## src/rtl/tt_memop_arb_pkg.sv

```systemverilog
// Shared types for the memop request arbiter: FSM state encoding and the
// request record held in the one-deep output register.
package tt_memop_arb_pkg;

  // Field widths of the held request; instances may use narrower ports.
  localparam int REQ_ADDR_W = 64;
  localparam int REQ_DATA_W = 64;
  localparam int REQ_TAG_W  = 3;

  typedef enum logic [1:0] {
    IDLE   = 2'd0,
    ACTIVE = 2'd1,
    DRAIN  = 2'd2,
    END    = 2'd3
  } arb_state_t;

  typedef struct packed {
    logic                  we;
    logic [REQ_ADDR_W-1:0] addr;
    logic [REQ_DATA_W-1:0] data;
    logic [REQ_TAG_W-1:0]  tag;
  } mem_req_t;

endpackage

```

## src/rtl/tt_rr_arb2.sv

```systemverilog
// Two-requester round-robin arbiter: pointer 0 prefers requester 0, and the
// pointer flips whenever the caller reports that a grant was taken.
module tt_rr_arb2 (
  input  logic       i_clk,
  input  logic       i_reset,
  input  logic [1:0] i_req,
  input  logic       i_advance,
  output logic [1:0] o_gnt
);

  logic ptr_q;

  always_comb begin
    o_gnt = 2'b00;
    if (!ptr_q) begin
      if (i_req[0])      o_gnt = 2'b01;
      else if (i_req[1]) o_gnt = 2'b10;
    end else begin
      if (i_req[1])      o_gnt = 2'b10;
      else if (i_req[0]) o_gnt = 2'b01;
    end
  end

  always_ff @(posedge i_clk) begin
    if (i_reset)        ptr_q <= 1'b0;
    else if (i_advance) ptr_q <= ~ptr_q;
  end

endmodule

```

## src/rtl/tt_memop_req_arb.sv

```systemverilog
// Memory-request phase sequencer for one vector memop: arbitrates load and
// store streams, tracks credits, and reports busy / sync-end.
// Optional drain watchdog: define TT_MEMOP_ARB_TIMEOUT_EN.
module tt_memop_req_arb
  import tt_memop_arb_pkg::*;
#(
  parameter int ADDR_W      = 64,
  parameter int DATA_W      = 64,
  parameter int MAX_OUTST   = 8,
  parameter int TAG_W       = 3,
  parameter int TIMEOUT_CYC = 1024
) (
  input  logic                           i_clk,
  input  logic                           i_reset,
  input  logic                           i_sync_start,
  input  logic                           i_is_load,
  input  logic                           i_issue_done,
  input  logic                           i_ld_valid,
  input  logic [ADDR_W-1:0]              i_ld_addr,
  output logic                           o_ld_ready,
  input  logic                           i_st_valid,
  input  logic [ADDR_W-1:0]              i_st_addr,
  input  logic [DATA_W-1:0]              i_st_data,
  output logic                           o_st_ready,
  output logic                           o_mem_valid,
  output logic                           o_mem_we,
  output logic [ADDR_W-1:0]              o_mem_addr,
  output logic [DATA_W-1:0]              o_mem_data,
  output logic [TAG_W-1:0]               o_mem_tag,
  input  logic                           i_mem_ready,
  input  logic                           i_resp_valid,
  output logic                           o_mem_req,
  output logic                           o_sync_end,
  output logic [$clog2(MAX_OUTST+1)-1:0] o_outst,
  output logic                           o_err,
  output arb_state_t                     o_state
);

  localparam int OUT_W = $clog2(MAX_OUTST+1);
  localparam logic [OUT_W:0] CRED_LIM = (OUT_W+1)'(MAX_OUTST);

  if (MAX_OUTST < 1 || (1 << TAG_W) < MAX_OUTST) begin : g_bad_credit
    $error("MAX_OUTST must be >= 1 and fit in the tag space");
  end
  if (ADDR_W > REQ_ADDR_W || DATA_W > REQ_DATA_W || TAG_W > REQ_TAG_W || TIMEOUT_CYC < 1) begin : g_bad_width
    $error("port widths exceed mem_req_t fields or TIMEOUT_CYC < 1");
  end

  arb_state_t       state_q, state_d;
  logic             is_load_q, done_q, err_q, out_vld_q;
  logic [OUT_W-1:0] outst_q;
  logic [TAG_W-1:0] tag_q;
  mem_req_t         out_q;
  logic [1:0]       gnt;
  logic             slot_free, credit_ok, can_accept;
  logic             ld_fire, st_fire, acc, mem_fire;
  logic             resp_ok, spurious, mismatch, timeout;

  // Handshakes: a transfer happens on a rising edge where valid && ready.
  // Upstream valid must not depend on ready; ready here may depend on valid
  // (only the arbitration winner is offered ready).
  assign slot_free  = !out_vld_q || i_mem_ready;
  assign credit_ok  = ({1'b0, outst_q} + {{OUT_W{1'b0}}, out_vld_q}) < CRED_LIM;
  assign can_accept = (state_q == ACTIVE) && slot_free && credit_ok;
  assign o_ld_ready = gnt[0] && can_accept;
  assign o_st_ready = gnt[1] && can_accept;
  assign ld_fire    = i_ld_valid && o_ld_ready;
  assign st_fire    = i_st_valid && o_st_ready;
  assign acc        = ld_fire || st_fire;
  assign mem_fire   = out_vld_q && i_mem_ready;
  assign resp_ok    = i_resp_valid && (outst_q != '0);
  assign spurious   = i_resp_valid && (outst_q == '0);
  assign mismatch   = (st_fire && is_load_q) || (ld_fire && !is_load_q);

  tt_rr_arb2 u_rr (
    .i_clk     (i_clk),
    .i_reset   (i_reset),
    .i_req     ({i_st_valid, i_ld_valid}),
    .i_advance (acc),
    .o_gnt     (gnt)
  );

`ifdef TT_MEMOP_ARB_TIMEOUT_EN
  localparam int WD_W = $clog2(TIMEOUT_CYC+1);
  logic [WD_W-1:0] wd_q;

  always_ff @(posedge i_clk) begin
    if (i_reset || i_resp_valid || (state_d != state_q)) wd_q <= '0;
    else if (state_q == DRAIN)                           wd_q <= wd_q + WD_W'(1);
  end

  assign timeout = (state_q == DRAIN) && !i_resp_valid && (outst_q != '0) &&
                   (wd_q == WD_W'(TIMEOUT_CYC-1));
`else
  assign timeout = 1'b0;
`endif

  always_comb begin
    state_d = state_q;
    case (state_q)
      IDLE:    if (i_sync_start) state_d = ACTIVE;
      ACTIVE:  if ((i_issue_done || done_q) && !out_vld_q && !acc) state_d = DRAIN;
      DRAIN:   if (((outst_q == '0) && !i_resp_valid) || timeout) state_d = END;
      END:     state_d = IDLE;
      default: state_d = IDLE;
    endcase
  end

  always_ff @(posedge i_clk) begin
    if (i_reset) begin
      state_q   <= IDLE;
      is_load_q <= 1'b0;
      done_q    <= 1'b0;
      err_q     <= 1'b0;
      tag_q     <= '0;
      outst_q   <= '0;
    end else begin
      state_q <= state_d;
      if (state_q == IDLE && i_sync_start) is_load_q <= i_is_load;
      // Remember issue_done while the output register still holds a request.
      done_q <= (state_q == ACTIVE) && (state_d == ACTIVE) && (done_q || i_issue_done);
      err_q  <= err_q || spurious || mismatch || timeout ||
                (i_sync_start && state_q != IDLE);
      if (acc) tag_q <= tag_q + TAG_W'(1);
      if (timeout)                 outst_q <= '0;
      else if (mem_fire && !resp_ok) outst_q <= outst_q + OUT_W'(1);
      else if (!mem_fire && resp_ok) outst_q <= outst_q - OUT_W'(1);
    end
  end

  always_ff @(posedge i_clk) begin
    if (i_reset) begin
      out_vld_q <= 1'b0;
      out_q     <= '0;
    end else if (acc) begin
      out_vld_q  <= 1'b1;
      out_q.we   <= st_fire;
      out_q.addr <= st_fire ? REQ_ADDR_W'(i_st_addr) : REQ_ADDR_W'(i_ld_addr);
      out_q.data <= st_fire ? REQ_DATA_W'(i_st_data) : '0;
      out_q.tag  <= REQ_TAG_W'(tag_q);
    end else if (mem_fire) begin
      out_vld_q <= 1'b0;
    end
  end

  assign o_mem_valid = out_vld_q;
  assign o_mem_we    = out_q.we;
  assign o_mem_addr  = out_q.addr[ADDR_W-1:0];
  assign o_mem_data  = out_q.data[DATA_W-1:0];
  assign o_mem_tag   = out_q.tag[TAG_W-1:0];
  assign o_mem_req   = (state_q != IDLE) &&
                       (out_vld_q || (outst_q != '0) || (state_q == ACTIVE));
  assign o_sync_end  = (state_q == END);
  assign o_outst     = outst_q;
  assign o_err       = err_q;
  assign o_state     = state_q;

endmodule

```

## config.mk

```make
export PLATFORM = sky130hd
export DESIGN_NAME = tt_memop_req_arb
export DESIGN_NICKNAME = d
export VERILOG_FILES = /design/src/rtl/tt_memop_arb_pkg.sv /design/src/rtl/tt_rr_arb2.sv /design/src/rtl/tt_memop_req_arb.sv
export SDC_FILE = /design/constraint.sdc
export NUM_CORES = 1
export LEC_CHECK = 0
export BUFFER_PORTS_ARGS = -buffer_cell sky130_fd_sc_hd__buf_2
export CAP_MARGIN = 20
export CORE_AREA = 5 5 129 131
export DETAILED_ROUTE_END_ITERATION = 10
export DIE_AREA = 0 0 134 136
export GPL_ROUTABILITY_DRIVEN = 0
export HOLD_SLACK_MARGIN = 0.06
export PLACE_DENSITY = 0.78
export SYNTH_ARGS = -nofsm -noshare
export SYNTH_HDL_FRONTEND = slang
export SYNTH_SLANG_ARGS = --single-unit
```

## constraint.sdc

```tcl
create_clock -name i_clk -period 3.5 [get_ports i_clk]
set_input_delay 0.175 -clock i_clk [delete_from_list [all_inputs] [get_ports i_clk]]
set_output_delay 0.175 -clock i_clk [all_outputs]
set_load 0.01 [all_outputs]
```

==> summary.txt <==
Port Buf Inserts - 344
CTS tree - done
Final hold violations - 0
Clock root cell - clkbuf_16
Post-layout min period - 2.58 ns
Top Ports - 345
Final setup violating endpoints - 0
Initial core utilization - 39.2%
ANT nets after route - 0
First-pass GRT wire length - 36500 um
Fillers - 1216
CP max stage delay - 0.44 ns
Sw frac - 33.0%
Slew HR - 33.7%
Psw - 0.00181 W
Clk pwr share - 34.3%
Post-CTS Resized - 0
Distinct cells, synth - 38
Register bit total from synthesis - 146
Max Slew Vio Count - 0
Vias in the first global route - 7162
Overall global routing resource usage - 24.5%
WP data required - 3.32 ns
Syn Nets - 904
Dpl hpwl - 13800 um
Drt pass-1 iters - 6
Synth area leaders - dfxtp_1, a32oi_1, nor2_1, a211oi_1, a31oi_1
Total Wirelength - 23700 um
Max Cap Violations - 0
Most frequent cells after synthesis - dfxtp_1, nor2_1, a31oi_1
DR WL/cell - 17.9 um
CP Cell Sequence - nor3b_4, and3_4, buf_4, and3_1, buf_2
Critical-path top delay cell - and3_4
Area Overhead vs Synth - 60.4%
Mapped Cells - 698
Crit end category - output pin
Core box area - 15500 sq um
Site Rows - 46
Hold crit path type - in -> reg
Full die area - 18200 sq um
Crit Path Category - reg -> out
Syn Area/Cell - 8.69 sq um
Synth top area share - 48.2%
Number of buffers on the longest clock path - 2
Least-Margin Pin Slew - 0.994 ns
Clk sinks - 146
Crit path buffers/inverters - 2
Critical path arrival - 2.40 ns
Vias/cell - 5.55
Setup TNS Final - 0 ns
Clock latency on the worst-skew pair - 0.41 ns
CP delay by family, top - simple AND/OR/NAND/NOR gates
Clock transition at path regs - 0.06 ns
Final Hold Slack - 0.0847 ns
Syn. warnings - 0
Fraction of registers with async set/reset - 0%
Crit-path max FO - 33
Grt total ovfl - 0
Post-synth top area cell - dfxtp_1
First DRT Iteration DRCs - 531
Die extent in x - 134 um
Largest net degree at the start of global routing - 93
Share of cells above drive strength 1 - 34.8%
Final core utilization - 62.8%
Final Non-Filler Cells - 1325
DRC viols - 0
Setup Skew - 0.0110 ns
Pleak - 4.34 nW
Most numerous cell in the Yosys netlist - dfxtp_1
Sequential area share after synthesis - 48.2%
Status - finished, final reports clean
Placed Instances - 1162
PD cells - 565 nW/um^2
Max Clk Rate - 388 MHz
Layout Nets - 1324
VDD IR-drop max - 0.305 mV
Startpoint types - flip-flop
Vias - 7359
H-tree depth - 4
Initial antenna violation count - 2
Int Power - 0.00368 W
Final period utilization - 73.7%
Die Ht - 136 um
Post-Synthesis Cell Area - 6060 sq um
Number of enable flip-flop cells after synthesis - 0
RSZ-0062 raised after global routing - no
CTS Buf Count - 17
Seq pwr share - 36.4%
Top FF cell, synth - dfxtp_1
Combinational power share - 29.3%
-- power groups by stage --
stage               clock network, W  registers [W]  logic, W
finish                       0.00189        0.00200   0.00161
global route                 0.00199        0.00203   0.00176
CTS                          0.00191        0.00199   0.00158
detailed placement                 0        0.00203   0.00146
global placement                   0        0.00202   0.00146
floorplan                          0        0.00211  0.000857
-- worst reg2reg max path, cell delays in order, from the launching register on --
cell,delay [ns]
dfxtp_1,0.39
or4_1,0.56
nand2_1,0.09
ha_1,0.16
inv_1,0.09
ha_1,0.33
a21oi_1,0.22
a211oi_1,0.11
a31oi_1,0.16
mux2_2,0.35
-- layer usage --
layer	vias to the layer above	track usage, %	part of all wire (%)
met5	-	0	0
met1	3409	28.3	38
met3	76	7.77	9.5
met4	0	12.2	3.9
met2	428	41.2	49
li1	3446	-	-
-- area by class of cell --
class / count / area, sq um / area share (%)
Antenna cell: 2 / 5.00 / 0.0515
Clock buffer: 23 / 498 / 5.12
Clock inverter: 9 / 118 / 1.21
Inverter: 4 / 15.0 / 0.154
Multi-Input combinational cell: 465 / 2780 / 28.6
Sequential cell: 146 / 2920 / 30.1
Tap cell: 192 / 240 / 2.47
Timing Repair Buffer: 484 / 3150 / 32.4
-- repair_timing --
item                                   in CTS  in global routing
hold buffers                              129                  0
buffers inserted                            0                  0
endpoints found under the hold margin     128                  0
-- sequential cells by signal (all words and copies together), names as in the netlist --
| name | flops |
|---|---|
| tag_q | 3 |
| o_mem_data | 64 |
| o_mem_tag | 3 |
| o_outst | 4 |
| o_err | 1 |
| o_state | 2 |
| o_mem_addr | 64 |
| o_mem_we | 1 |
| u_rr.ptr_q | 1 |
| is_load_q | 1 |
| o_mem_valid | 1 |
| done_q | 1 |
-- per-stage QoR --
stage / total power [W] / worst slack (ns) / instance area [sq um]
after floorplan: 0.00297 / 1.09 / 6060
after global placement: 0.00348 / 1.04 / 7810
after detailed placement: 0.00349 / 1.00 / 7810
after CTS: 0.00549 / 0.912 / 9720
after global routing: 0.00577 / 0.764 / 9730
final: 0.00550 / 0.920 / 9730
-- cell usage in the layout, fill, tap and decap left out, types with 3 or more instances in the layout --
cell,synthesis,routed
a31oi_1,67,67
inv_6,0,3
a32oi_1,64,64
clkbuf_16,0,17
buf_2,26,343
buf_12,0,4
dlygate4sd3_1,0,129
nand3_1,4,3
o21ai_0,66,66
dfxtp_1,146,146
inv_1,4,4
nand2_1,13,13
nand2b_1,3,3
a21oi_1,11,11
xnor2_1,3,3
a211oi_1,65,65
clkinvlp_4,0,3
clkbuf_8,0,5
nor2_1,139,139
buf_4,1,8
ha_1,4,4
-- worst paths after layout --
| check | slack [ns] | to | from | cells past startpoint |
|---|---|---|---|---|
| setup reg to reg | 0.93 | o_outst[3] | o_outst[0] | 9 |
| setup / recovery | 0.92 | o_ld_ready | o_state[0] | 5 |
| hold / removal | 0.08 | is_load_q | i_sync_start | 4 |
| hold reg to reg | 0.46 | o_mem_tag[0] | o_mem_tag[0] | 2 |
-- logic make-up (layout without fill, tap and decap cells) --
group | count (synthesis) | in the layout | synth area share [%]
other | 0 | 2 | 0
and+or+nand+nor | 178 | 178 | 12.4
xor gates and xnor gates | 4 | 4 | 0.578
buffers and inverters | 87 | 520 | 6.35
muxes | 2 | 2 | 0.351
adders and majority gates | 5 | 5 | 1.16
DFF | 146 | 146 | 48.2
AOI/OAI and AO/OA | 276 | 276 | 31.0
No activity file was read; power rests on OpenSTA's default activity.
